--- src/rtl/psk_pkg.sv ---
// Shared types, amplitude constants and symbol-count helper for the PSK mapper.
package psk_pkg;

   typedef enum logic {
      MODE_BPSK = 1'b0,
      MODE_QPSK = 1'b1
   } psk_mode_e;

   // Widest supported amplitude; consumers truncate with SYM_W'(...)
   localparam int unsigned MAX_SYM_W = 32;

   // +1, -1 and 0 in two's complement; truncation keeps their meaning at any width >= 2
   localparam logic [MAX_SYM_W-1:0] SYM_PLUS  = 32'h0000_0001;
   localparam logic [MAX_SYM_W-1:0] SYM_MINUS = 32'hFFFF_FFFF;
   localparam logic [MAX_SYM_W-1:0] SYM_ZERO  = 32'h0000_0000;

   // Number of symbols one n-bit codeword produces in the given mode
   function automatic int unsigned sym_count(input int unsigned n, input psk_mode_e mode);
      if (mode == MODE_QPSK) begin
         return (n + 1) / 2;
      end
      return n;
   endfunction

endpackage

--- src/rtl/psk_bit_map.sv ---
// Combinational bit-to-amplitude mapper: 0 -> +1, 1 -> -1, pad -> 0.
module psk_bit_map
   import psk_pkg::*;
#(
   parameter int unsigned SYM_W = 2
) (
   input  logic             data_bit,
   input  logic             pad,
   output logic [SYM_W-1:0] amp_c
);

   // Pad dominates so a missing Q bit on odd-length QPSK words transmits nothing
   always_comb begin
      amp_c = SYM_W'(SYM_ZERO);
      if (!pad) begin
         amp_c = data_bit ? SYM_W'(SYM_MINUS) : SYM_W'(SYM_PLUS);
      end
   end

endmodule

--- src/rtl/psk_stream_mod.sv ---
// Streaming BPSK/QPSK symbol mapper: serialises N-bit codewords LSB first with backpressure.
module psk_stream_mod
   import psk_pkg::*;
#(
   parameter int unsigned N     = 8,
   parameter int unsigned SYM_W = 2
) (
   input  logic             clk,
   input  logic             rst_n,
   input  logic [N-1:0]     in_data,
   input  logic             in_mode,
   input  logic             in_valid,
   output logic             in_ready,
   output logic [SYM_W-1:0] out_i,
   output logic [SYM_W-1:0] out_q,
   output logic             out_valid,
   output logic             out_last,
   input  logic             out_ready
);

   localparam int unsigned CNT_W = $clog2(N + 1);
   localparam logic        N_ODD = ((N % 2) == 1);

   localparam logic [0:0] ST_IDLE = 1'b0;
   localparam logic [0:0] ST_SEND = 1'b1;

   logic [0:0]       state, state_n;
   logic [N-1:0]     shreg, shreg_n;
   logic [CNT_W-1:0] sym_left, sym_left_n;
   psk_mode_e        mode_q, mode_n;
   logic [SYM_W-1:0] out_i_n, out_q_n;
   logic             out_valid_n, out_last_n;

   logic             accept, xfer, take;
   logic [N-1:0]     src_bits;
   psk_mode_e        src_mode;
   logic [CNT_W-1:0] cnt_next;
   logic             pad_q;
   logic [SYM_W-1:0] map_i_c, map_q_c;

   // Handshake: a new word may enter when nothing is held or the last symbol is leaving
   assign in_ready = !out_valid | (out_ready & out_last);
   assign accept   = in_valid & in_ready;
   assign xfer     = out_valid & out_ready;

   // Source of the next symbol: the incoming word on accept, else the remaining bits
   always_comb begin
      src_bits = shreg;
      src_mode = mode_q;
      cnt_next = sym_left - CNT_W'(1);
      if (accept) begin
         src_bits = in_data;
         src_mode = psk_mode_e'(in_mode);
         cnt_next = CNT_W'(sym_count(N, psk_mode_e'(in_mode)));
      end
      pad_q = (src_mode == MODE_BPSK) | (N_ODD & (cnt_next == CNT_W'(1)));
   end

   psk_bit_map #(.SYM_W(SYM_W)) u_map_i (
      .data_bit (src_bits[0]),
      .pad      (1'b0),
      .amp_c    (map_i_c)
   );

   psk_bit_map #(.SYM_W(SYM_W)) u_map_q (
      .data_bit (src_bits[1]),
      .pad      (pad_q),
      .amp_c    (map_q_c)
   );

   // Next-state and next-output logic
   always_comb begin
      state_n     = state;
      shreg_n     = shreg;
      sym_left_n  = sym_left;
      mode_n      = mode_q;
      out_i_n     = out_i;
      out_q_n     = out_q;
      out_valid_n = out_valid;
      out_last_n  = out_last;
      take        = 1'b0;

      case (state)
         ST_IDLE: begin
            if (accept) begin
               take = 1'b1;
            end
         end
         ST_SEND: begin
            if (xfer) begin
               if (!out_last || in_valid) begin
                  take = 1'b1;
               end else begin
                  state_n     = ST_IDLE;
                  out_valid_n = 1'b0;
                  out_last_n  = 1'b0;
                  out_i_n     = '0;
                  out_q_n     = '0;
                  sym_left_n  = '0;
               end
            end
         end
         default: begin
            state_n = ST_IDLE;
         end
      endcase

      if (take) begin
         state_n     = ST_SEND;
         shreg_n     = (src_mode == MODE_QPSK) ? (src_bits >> 2) : (src_bits >> 1);
         sym_left_n  = cnt_next;
         mode_n      = src_mode;
         out_valid_n = 1'b1;
         out_last_n  = (cnt_next == CNT_W'(1));
         out_i_n     = map_i_c;
         out_q_n     = map_q_c;
      end
   end

   // State, datapath and output registers
   always_ff @(posedge clk or negedge rst_n) begin
      if (!rst_n) begin
         state     <= ST_IDLE;
         shreg     <= '0;
         sym_left  <= '0;
         mode_q    <= MODE_BPSK;
         out_i     <= '0;
         out_q     <= '0;
         out_valid <= 1'b0;
         out_last  <= 1'b0;
      end else begin
         state     <= state_n;
         shreg     <= shreg_n;
         sym_left  <= sym_left_n;
         mode_q    <= mode_n;
         out_i     <= out_i_n;
         out_q     <= out_q_n;
         out_valid <= out_valid_n;
         out_last  <= out_last_n;
      end
   end

endmodule

--- config.mk ---
export PLATFORM = sky130hd
export DESIGN_NAME = psk_stream_mod
export DESIGN_NICKNAME = d
export VERILOG_FILES = /design/src/rtl/psk_pkg.sv /design/src/rtl/psk_bit_map.sv /design/src/rtl/psk_stream_mod.sv
export SDC_FILE = /design/constraint.sdc
export NUM_CORES = 1
export LEC_CHECK = 0
export ABC_CLOCK_PERIOD_IN_PS = 1500
export CAP_MARGIN = 20
export CORE_AREA = 2 2 53 55
export CTS_CLUSTER_SIZE = 20
export DETAILED_ROUTE_END_ITERATION = 10
export DIE_AREA = 0 0 55 57
export PLACE_DENSITY = 0.76
export SKIP_LAST_GASP = 1
export SLEW_MARGIN = 20
export SYNTH_ARGS = -nofsm -noshare
export SYNTH_HDL_FRONTEND = slang
export SYNTH_SLANG_ARGS = --single-unit
--- constraint.sdc ---
create_clock -name clk -period 1.5 [get_ports clk]
set_input_delay 0.3 -clock clk [delete_from_list [all_inputs] [get_ports clk]]
set_output_delay 0.3 -clock clk [all_outputs]
set_load 0.1 [all_outputs]
== Word-level counts from Yosys, hierarchy flattened ==
Index checks and enable logic that the tools add are counted.

* Word-level logic and storage cells: 54
* Register bits: 20
* Bits of input ports: 13
* Output and inout port bits: 7

* Muxes and demuxes: 32
* Add/subtract/negate cells: 1
* Eq/ne operators: 2
* Reductions and logical operators: 6
* Bitwise gates (word level): 5

{| class="wikitable"
|+ Operators by type and width
! cell !! number
|-
| two-way mux 4 bit || 6
|-
| two-way mux 2 bit || 8
|-
| two-way mux 1 bit || 14
|-
| two-way mux 8 bit || 1
|-
| two-way mux 7 bit || 1
|-
| equality test 4 x 1 -> 1 bit, second input constant || 1
|-
| nonzero test 2 bit || 2
|-
| subtractor 4 x 1 -> 4 bit, second input constant || 1
|-
| bitwise AND 1 bit || 3
|-
| two-way mux 3 bit || 1
|-
| AND reduction 3 bit || 1
|-
| logical NOT 1 bit || 2
|-
| inequality test 2 bit, second input constant || 1
|-
| one-hot mux 1 bit (2 select lines) || 1
|-
| logical OR 1 bit || 1
|-
| NOT 1 bit || 1
|-
| OR 1 bit || 1
|}

== Depth between registers and ports, before layout ==
Gate-level depths: netlist (run 1).

* Depth after elaboration: 8
* Depth in mapped cells: 7
* Mapped depth without buffers: 5

== Hierarchy ==
Synthesis (run 1) repeated with hierarchy kept, for this count alone.

* Cells, all modules: 106
* Area total of the unflattened synthesis: 1091.0 sq um

{| class="wikitable"
|+ By module, submodules not included
! module !! cells an instance !! area each (sq um) !! times used !! sequential area each (sq um)
|-
| psk_stream_mod || 102 || 1071.0 || 1 || 475.5
|-
| psk_bit_map || 2 || 10.0 || 2 || 0.0
|}

== Least setup slack after synthesis (run 1) ==
Ideal clock, no wire load.

* Path type: reg-to-reg
* Start point: reg out_last
* End point: reg mode_q
* Setup time: 125 ps
* Arrival time: 2414 ps
* Buffers on the path: 1
* Cell stages (with the launch flop): 6
* Setup slack: -1039 ps
* Cells stage by stage: dfrtp_1 a21bo_2 and2_4 buf_4 nand2_1 mux2_4

* Cells in the longest elaborated chain, start to end: 5
* Elaborated cells on any way between the ends: 10

{| class="wikitable"
|+ RTL lines
! element !! RTL line !! text
|-
| start: declaration || psk_stream_mod.sv:17 || <nowiki>output logic out_last,</nowiki>
|-
| start signal: assignment || psk_stream_mod.sv:139 || <nowiki>out_last <= out_last_n;</nowiki>
|-
| bitwise AND 1 bit * || psk_stream_mod.sv:42 || <nowiki>assign in_ready = !out_valid | (out_ready & out_last);</nowiki>
|-
| OR 1 bit * || psk_stream_mod.sv:42 ||
|-
| via in_ready || psk_stream_mod.sv:13 || <nowiki>output logic in_ready,</nowiki>
|-
| bitwise AND 1 bit * || psk_stream_mod.sv:43 || <nowiki>assign accept = in_valid & in_ready;</nowiki>
|-
| two-way mux 1 bit || psk_stream_mod.sv:85 || <nowiki>if (accept) begin</nowiki>
|-
| one-hot mux 1 bit (2 select lines) || psk_stream_mod.sv:83 || <nowiki>case (state)</nowiki>
|-
| end signal: assignment || psk_stream_mod.sv:135 || <nowiki>mode_q <= mode_n;</nowiki>
|-
| end: declaration || psk_stream_mod.sv:30 || <nowiki>psk_mode_e mode_q, mode_n;</nowiki>
|}

Mark *: on every way through the listed nets, which the timed path passes. The rest lies on a longest branch.
A chain may end at the register's enable or synchronous reset.

== Worst setup path in the final report (run 1) ==
* Start point: reg out_last
* End point: reg mode_q

* Cells in the longest elaborated chain, start to end: 5
* Elaborated cells on any way between the ends: 10

{| class="wikitable"
|+ RTL lines
! element !! RTL line
|-
| bitwise AND 1 bit / logical NOT 1 bit (equally long branches) || psk_stream_mod.sv:42, psk_stream_mod.sv:91
|-
| OR 1 bit / logical OR 1 bit (equally long branches) || psk_stream_mod.sv:42, psk_stream_mod.sv:91
|-
| bitwise AND 1 bit / two-way mux 1 bit (equally long branches) || psk_stream_mod.sv:43, psk_stream_mod.sv:91
|-
| two-way mux 1 bit, on equally long branches || psk_stream_mod.sv:85, psk_stream_mod.sv:90
|-
| one-hot mux 1 bit (2 select lines) || psk_stream_mod.sv:83
|}

Parallel ways exist; a longest one is shown, timed or not.

==> summary.txt, run 1 <==
Logic synthesis
  • Area contributors post-synth: dfrtp_1 40%, mux2i_1 15%, mux2_2 8.9%, a22o_1 3.9%, nand2_1 3.3%
  • Largest area contributor in the netlist: dfrtp_1
  • Netlist cell types: 34
  • Syn nets: about 120
  • Ys flop type: dfrtp_1
  • Most frequent cells after synthesis: 18 x dfrtp_1, 17 x mux2i_1, 10 x nand2_1
  • Synth Area per Inst: roughly 11 µm²
  • Synthesized area: 1130 µm²
  • Asr flop ratio synth: 1.00
  • Yosys top cell area share: 0.397
  • Synthesis Warnings: 0
  • Most common cell in the netlist: dfrtp_1
  • Register area share after synthesis: 0.397
  • Flops & latches, synth: 18
  • Mapped Cells: 103
  • EDFF count, synth: 0

Critical path
  • Required time worst endpoint: about 1700 ps
  • CP Max Fanout: 5
  • Critical Path AT: approximately 1800 ps
  • Crit path launch type: register
  • CP endpoint kind: register
  • Worst r2r src: out_last$_DFFE_PN0P_
  • Crit path launch: out_last$_DFFE_PN0P_
  • Worst setup path class: reg -> reg

STA
  • Fin worst setup slack: -126 ps
  • Max Clk Rate: between 600 and 700 MHz
  • Fin crit share: 1.08
  • Setup violators final: 16
  • Setup Skew: 5.16 ps
  • Least-Margin Pin Slew: approximately 370 ps
  • Unrepaired setup endpoints after global routing: true
  • Fin. max-slew vios: 0
  • Hold violation total from the final report: 0
  • Tmin final: approximately 1600 ps
  • Slew HR: 0.751

Drt
  • Routed Wire Length: 2.60 mm
  • Drt pass-1 iters: 4
  • Final ANT Viol Nets: 0
  • DR DRC count: 0
  • Via/cell ratio: ~5.6
  • WL/cell: approximately 15 µm
  • DR iter-0 viols: 14
  • Vias: 951

Pwr
  • Power per Cell Area: ~2000 nW/µm²
  • Worst VDD drop: between 0.001 and 0.0015 V
  • Leak pwr: around 0.76 nW
  • Total power: roughly 0.0033 W

Job
  • Max-cap violations: 0

Floorplanning
  • Site Rows: 19
  • Initial Utilization: 0.434
  • Die area: between 3000 and 4000 µm²
  • Die Span X: ~55 µm
  • Core box area: about 2600 µm²
  • Die Ht: 57 µm
  • IO Count: 20

Run status
  • Failing checks: negative setup slack
  • Status: complete, but fails checks

Place
  • # port buffers: 19
  • Worst slack, placed: -469 ps
  • Routability cong.: around 0.82
  • Post-DP HPWL: between 1.5 and 2 mm

Clock tree
  • Clk_lat worst skew: about 300 ps
  • Clock Sinks: 18
  • Max Root-Sink Buffers: 2
  • Clock buffer count from CTS: 3
  • Worst-path clk slew: ~110 ps
  • Root Buffer: clkbuf_4
  • H-tree levels: 1
  • CTS tree: built

Final layout
  • Share of post-route cells with drive strength above 1: 0.414
  • Nets: between 150 and 200
  • Inserted Diodes: 0
  • Area growth from synthesis to layout: 43.7%

Global routing
  • Pin count of the biggest net entering global routing: 19
  • Total Routing Usage GR: 0.188
  • Initial antenna violation count: 0
  • Global-route wire length before repair: about 4.3 mm
  • Vias in the first global route: 946
  • Grt ovf: 0

Min path
  • HP Class: in -> async
==> placed cells by master, fill, tap and decap left out, drive strengths merged, types with 2 or more instances in the layout <==
master and count:
buf 29, inv 3, dfrtp 18, nor3 2, nor2 2, nor2b 3
o21ai 3, a31oi 2, clkbuf 4, and2 2, clkdlybuf4s50 11, mux2i 17
a21o 2, nand2 10, mux2 11, a22o 5
==> registers in the layout, indices dropped and copies added, names as in the netlist <==
register,count
sym_left,4
out_last,1
out_q,2
mode_q,1
out_i,2
shreg,7
state,1
==> critical path, stage by stage, from the launching register on <==
cell	delay [ps]
dfrtp_4	510
mux2_4	310
a31o_4	240
buf_6	130
nand2_2	60
mux2_4	290
==> power breakdown <==
group | total [W] | internal (W) | switching, W | leakage [nW]
registers | 0.000949 | 0.000710 | 0.000239 | 0.218
clock network | 0.000305 | 0.000148 | 0.000157 | 0.0210
logic | 0.00200 | 0.000941 | 0.00106 | 0.518
==> path summary, 6_finish.rpt <==
path / cells after the start / endpoint / slack [ps]
max: 5 / mode_q$_DFFE_PN0P_ / -130
min: 2 / sym_left[0]$_DFFE_PN0P_ / 330
max reg2reg: 5 / mode_q$_DFFE_PN0P_ / -130
min reg2reg: 1 / shreg[0]$_DFFE_PN0P_ / 530
max in group asynchronous: 2 / out_i[0]$_DFFE_PN0P_ / 940
min in group clk: 1 / shreg[0]$_DFFE_PN0P_ / 530
==> logic make-up after synthesis <==
group,share of synthesized area
AO/OA/AOI/OAI,0.136
XOR/XNOR,0.00772
adder cells (fa/ha/maj),0.0110
buffers and inverters,0.0794
flip-flops,0.397
multiplexers,0.266
AND/OR/NAND/NOR,0.104
==> stage by stage <==
stage | cells | cell area (µm²) | util | setup TNS (ps) | hold WS [ps]
after floorplan | 103 | 1160 | - | -5830 | 4.41
after global placement | 164 | 1520 | 0.582 | -5510 | 495
after detailed placement | 164 | 1520 | 0.582 | -6280 | 504
after CTS | 169 | 1600 | 0.610 | -1220 | 338
after global routing | 171 | 1630 | 0.623 | -1770 | 362
final | 171 | 1630 | 0.623 | -1020 | 331
==> per-layer routing <==
| metal | up-vias | GRT usage | wire, µm |
|---|---|---|---|
| met5 | - | 0 | 0 |
| met4 | 0 | 0.0836 | 49 |
| met3 | 6 | 0.0262 | 99 |
| met2 | 22 | 0.293 | 1320 |
| met1 | 471 | 0.256 | 1130 |
| li1 | 452 | - | - |
==> what timing repair did <==
| action | CTS | global route |
|---|---|---|
| resized for setup | 7 | 6 |
| cloned | 0 | 1 |
| buffers inserted | 1 | 1 |
| endpoints found under the setup margin | 15 | 18 |
| pin swaps | 4 | 3 |
| hold buffers | 0 | 0 |
| hold endpoints to repair | 0 | 0 |
==> layout make-up <==
class | count | area [µm²]
Fill cell | 223 | 985
Multi-Input combinational cell | 74 | 651
Sequential cell | 18 | 458
Timing Repair Buffer | 41 | 435
Tap cell | 31 | 38.8
Clock buffer | 4 | 36.3
Inverter | 3 | 11.3
(Power assumes the default switching activity.)
==> inputs of run 2 (changes only) <==
--- a/config.mk
+++ b/config.mk
@@ -5,7 +5,7 @@
 export SDC_FILE = /design/constraint.sdc
 export NUM_CORES = 1
 export LEC_CHECK = 0
-export ABC_CLOCK_PERIOD_IN_PS = 1500
+export ABC_CLOCK_PERIOD_IN_PS = 1400
 export CAP_MARGIN = 20
 export CORE_AREA = 2 2 53 55
 export CTS_CLUSTER_SIZE = 20
==> constraint.sdc (replaced) <==
create_clock -name clk -period 1.4 [get_ports clk]
set_input_delay 0.28 -clock clk [delete_from_list [all_inputs] [get_ports clk]]
set_output_delay 0.28 -clock clk [all_outputs]
set_load 0.1 [all_outputs]
==> run 2 against run 1 <==
  * The flow still finishes with violations (negative setup slack)
  * Critical endpoint unchanged
  * Worst hold slack worse by 18 ps
  * Sequential power up 6%
  * First-iteration DRC count down 7.1%
  * Via count down 1.1%
  * Flip-flop and latch count unchanged
  * Largest cell class unchanged
==> summary.txt, run 2 (synthesis results as in run 1) <==
Run status
  • Status: complete, but fails checks
  • Failing checks: negative setup slack

Critical path
  • CP endpoint kind: register
  • Worst setup path class: reg -> reg
  • Cell depth of the worst setup path: 5 (unchanged)
  • CP delay by family, top: multiplexers
  • Required time worst endpoint: 1590 ps (-110 ps)
  • CP Max Fanout: 15 (+10)
  • R2r worst-path depth: 5 (unchanged)
  • Largest stage delay, worst path: 520 ps (about the same)
  • Worst path cell trace: mux2_4, a31o_1, buf_12, nand2_2, mux2_4
  • Most frequent CP cell: mux2_4
  • Crit path launch type: register
  • Critical Path AT: 1830 ps (about the same)
  • CP max stage cell: dfrtp_4
  • Buffers & Inverters on Critical Path: 1 (unchanged)

Floorplanning
  • Die Span X: 55 µm (unchanged)
  • Die Ht: 57 µm (unchanged)
  • Site Rows: 19 (unchanged)
  • Initial Utilization: 0.434 (unchanged)
  • Core box area: 2620 µm² (unchanged)
  • Die area: 3140 µm² (unchanged)
  • IO Count: 20 (unchanged)

Final layout
  • Biggest regs: shreg x7, sym_left x4
  • Area growth from synthesis to layout: 47.7%
  • Commonest non-fill, non-tap cell in the layout: buf_4
  • Nets: 160 (+3.2%)
  • Inserted Diodes: 0 (unchanged)
  • Most frequent cells in the layout: 23 x buf_4, 17 x mux2i_1, 16 x dfrtp_1
  • Share of post-route cells with drive strength above 1: 0.421 (+0.00640)
  • Most flops, register: shreg
  • Max reg flops: 7 (unchanged)

Place
  • Worst slack, placed: -461 ps (+7.39 ps)
  • Post-DP HPWL: 1.88 mm (+1.3%)
  • Routability cong.: 0.873 (+6.9%)
  • # port buffers: 19 (unchanged)

Global routing
  • Vias in the first global route: 980 (+3.6%)
  • Total Routing Usage GR: 0.187 (-0.000493)
  • Grt ovf: 0 (unchanged)
  • Pin count of the biggest net entering global routing: 19 (unchanged)
  • Global-route wire length before repair: 4.39 mm (+3.2%)
  • Initial antenna violation count: 0 (unchanged)

STA
  • Setup Skew: 2.45 ps (-2.70 ps)
  • Max Clk Rate: 611 MHz (-0.63%)
  • Slew HR: 0.755 (+0.00435)
  • Unrepaired setup endpoints after global routing: true
  • Fin. max-slew vios: 0 (unchanged)
  • Fin worst setup slack: -237 ps (-110 ps)
  • Least-Margin Pin Slew: 367 ps (-6.52 ps)
  • Fin crit share: 1.17 (+0.0848)
  • Hold violation total from the final report: 0 (unchanged)
  • Fin Hold WS: 313 ps (-18.3 ps)
  • Setup violators final: 17 (+1)
  • Tmin final: 1640 ps (+10.3 ps)

Clock tree
  • Root Buffer: clkbuf_4
  • Clk_lat worst skew: 290 ps (about the same)
  • CTS tree: built
  • Clock Sinks: 18 (unchanged)
  • Worst-path clk slew: 110 ps (about the same)
  • H-tree levels: 1 (unchanged)
  • Post-CTS Hold Buffers: 0 (unchanged)
  • Clock buffer count from CTS: 3 (unchanged)
  • Max Root-Sink Buffers: 2 (unchanged)

Drt
  • DR DRC count: 0 (unchanged)
  • DR iter-0 viols: 13 (-1)
  • Drt pass-1 iters: 3 (-1)
  • Final ANT Viol Nets: 0 (unchanged)
  • Routed Wire Length: 2.59 mm (-0.19%)
  • Vias: 941 (-1.1%)
  • Via/cell ratio: 5.35 (-3.9%)
  • WL/cell: 14.7 µm (-3.0%)

Min path
  • HP Class: in -> async

Job
  • Max-cap violations: 0 (unchanged)

Pwr
  • Power per Cell Area: 2120 nW/µm² (+6.4%)
  • P_sw: 0.00156 W (+7.6%)
  • Clock share of power: 0.093 (about the same)
  • Gate power share: 0.624 (+0.010)
  • Total power: 0.00356 W (+9.4%)
  • Int Power: 0.00199 W (+11%)
  • Worst VDD drop: 0.00171 V (+50%)
  • Switching part of the total power: 0.439 (-0.00754)
  • Flop pwr share: 0.283 (-0.009)
  • Leak pwr: 0.775 nW (+2.5%)
run 2: changes by cell type in the layout (fill, tap and decap cells not counted), sizes merged:
cell,change
dlygate4sd2,-1
buf,+5
clkdlybuf4s50,+1
run 2: metal layers:
| layer | vias to the layer above | global-route usage | part of all wire |
|---|---|---|---|
| met4 | 0 | 0.0383 | 0.0066 |
| li1 | 462 | - | - |
| met1 | 460 | 0.233 | 0.43 |
| met2 | 17 | 0.332 | 0.53 |
| met5 | - | 0 | 0 |
| met3 | 2 | 0.0314 | 0.032 |
run 2: layout make-up:
| cell class | instances | area (µm²) |
|---|---|---|
| well taps | 31 | 38.8 |
| fillers | 212 | 938 |
| inverters | 3 | 11.3 |
| repair buffers | 46 | 487 |
| clock buffers | 4 | 36.3 |
| flip-flops and latches | 18 | 458 |
| multi-input cells | 74 | 646 |
run 2: through the flow:
stage          TNS (ps)  cell area (µm²)  utilization  std cells
6_report          -2420             1680        0.641        176
2_1_floorplan     -7490             1160            -        103
3_3_place_gp      -5650             1540        0.589        165
5_1_grt           -3050             1680        0.641        176
4_1_cts           -2420             1650        0.632        175
3_5_place_dp      -6340             1540        0.589        165
run 2: power by group through the flow:
stage	clock [W]	sequential, W	combinational, W
final	0.000330	0.00101	0.00222
after global routing	0.000372	0.00103	0.00235
after CTS	0.000333	0.00100	0.00219
after detailed placement	0	0.00101	0.00205
after global placement	0	0.000999	0.00201
after floorplan	0	0.00130	0.00109
run 2: final timing paths:
check / from / to / slack [ps]
max reg2reg: out_last$_DFFE_PN0P_ / mode_q$_DFFE_PN0P_ / -240
max in group asynchronous: rst_n / out_i[0]$_DFFE_PN0P_ / 860
min reg2reg: shreg[0]$_DFFE_PN0P_ / shreg[0]$_DFFE_PN0P_ / 530
max: out_last$_DFFE_PN0P_ / mode_q$_DFFE_PN0P_ / -240
min in group clk: shreg[0]$_DFFE_PN0P_ / shreg[0]$_DFFE_PN0P_ / 530
min: rst_n / state$_DFF_PN0_ / 310
run 2: repair_timing:
action,in CTS,in global routing
setup buffers,5,1
pin swaps,2,2
cloned,1,0
gates resized for setup,6,4
endpoints found under the setup margin,20,20
run 2: worst reg2reg max path, stage by stage (launching register included):
cell     delay, ps
dfrtp_4        520
mux2_4         300
a31o_1         200
buf_12         160
nand2_2         70
mux2_4         290
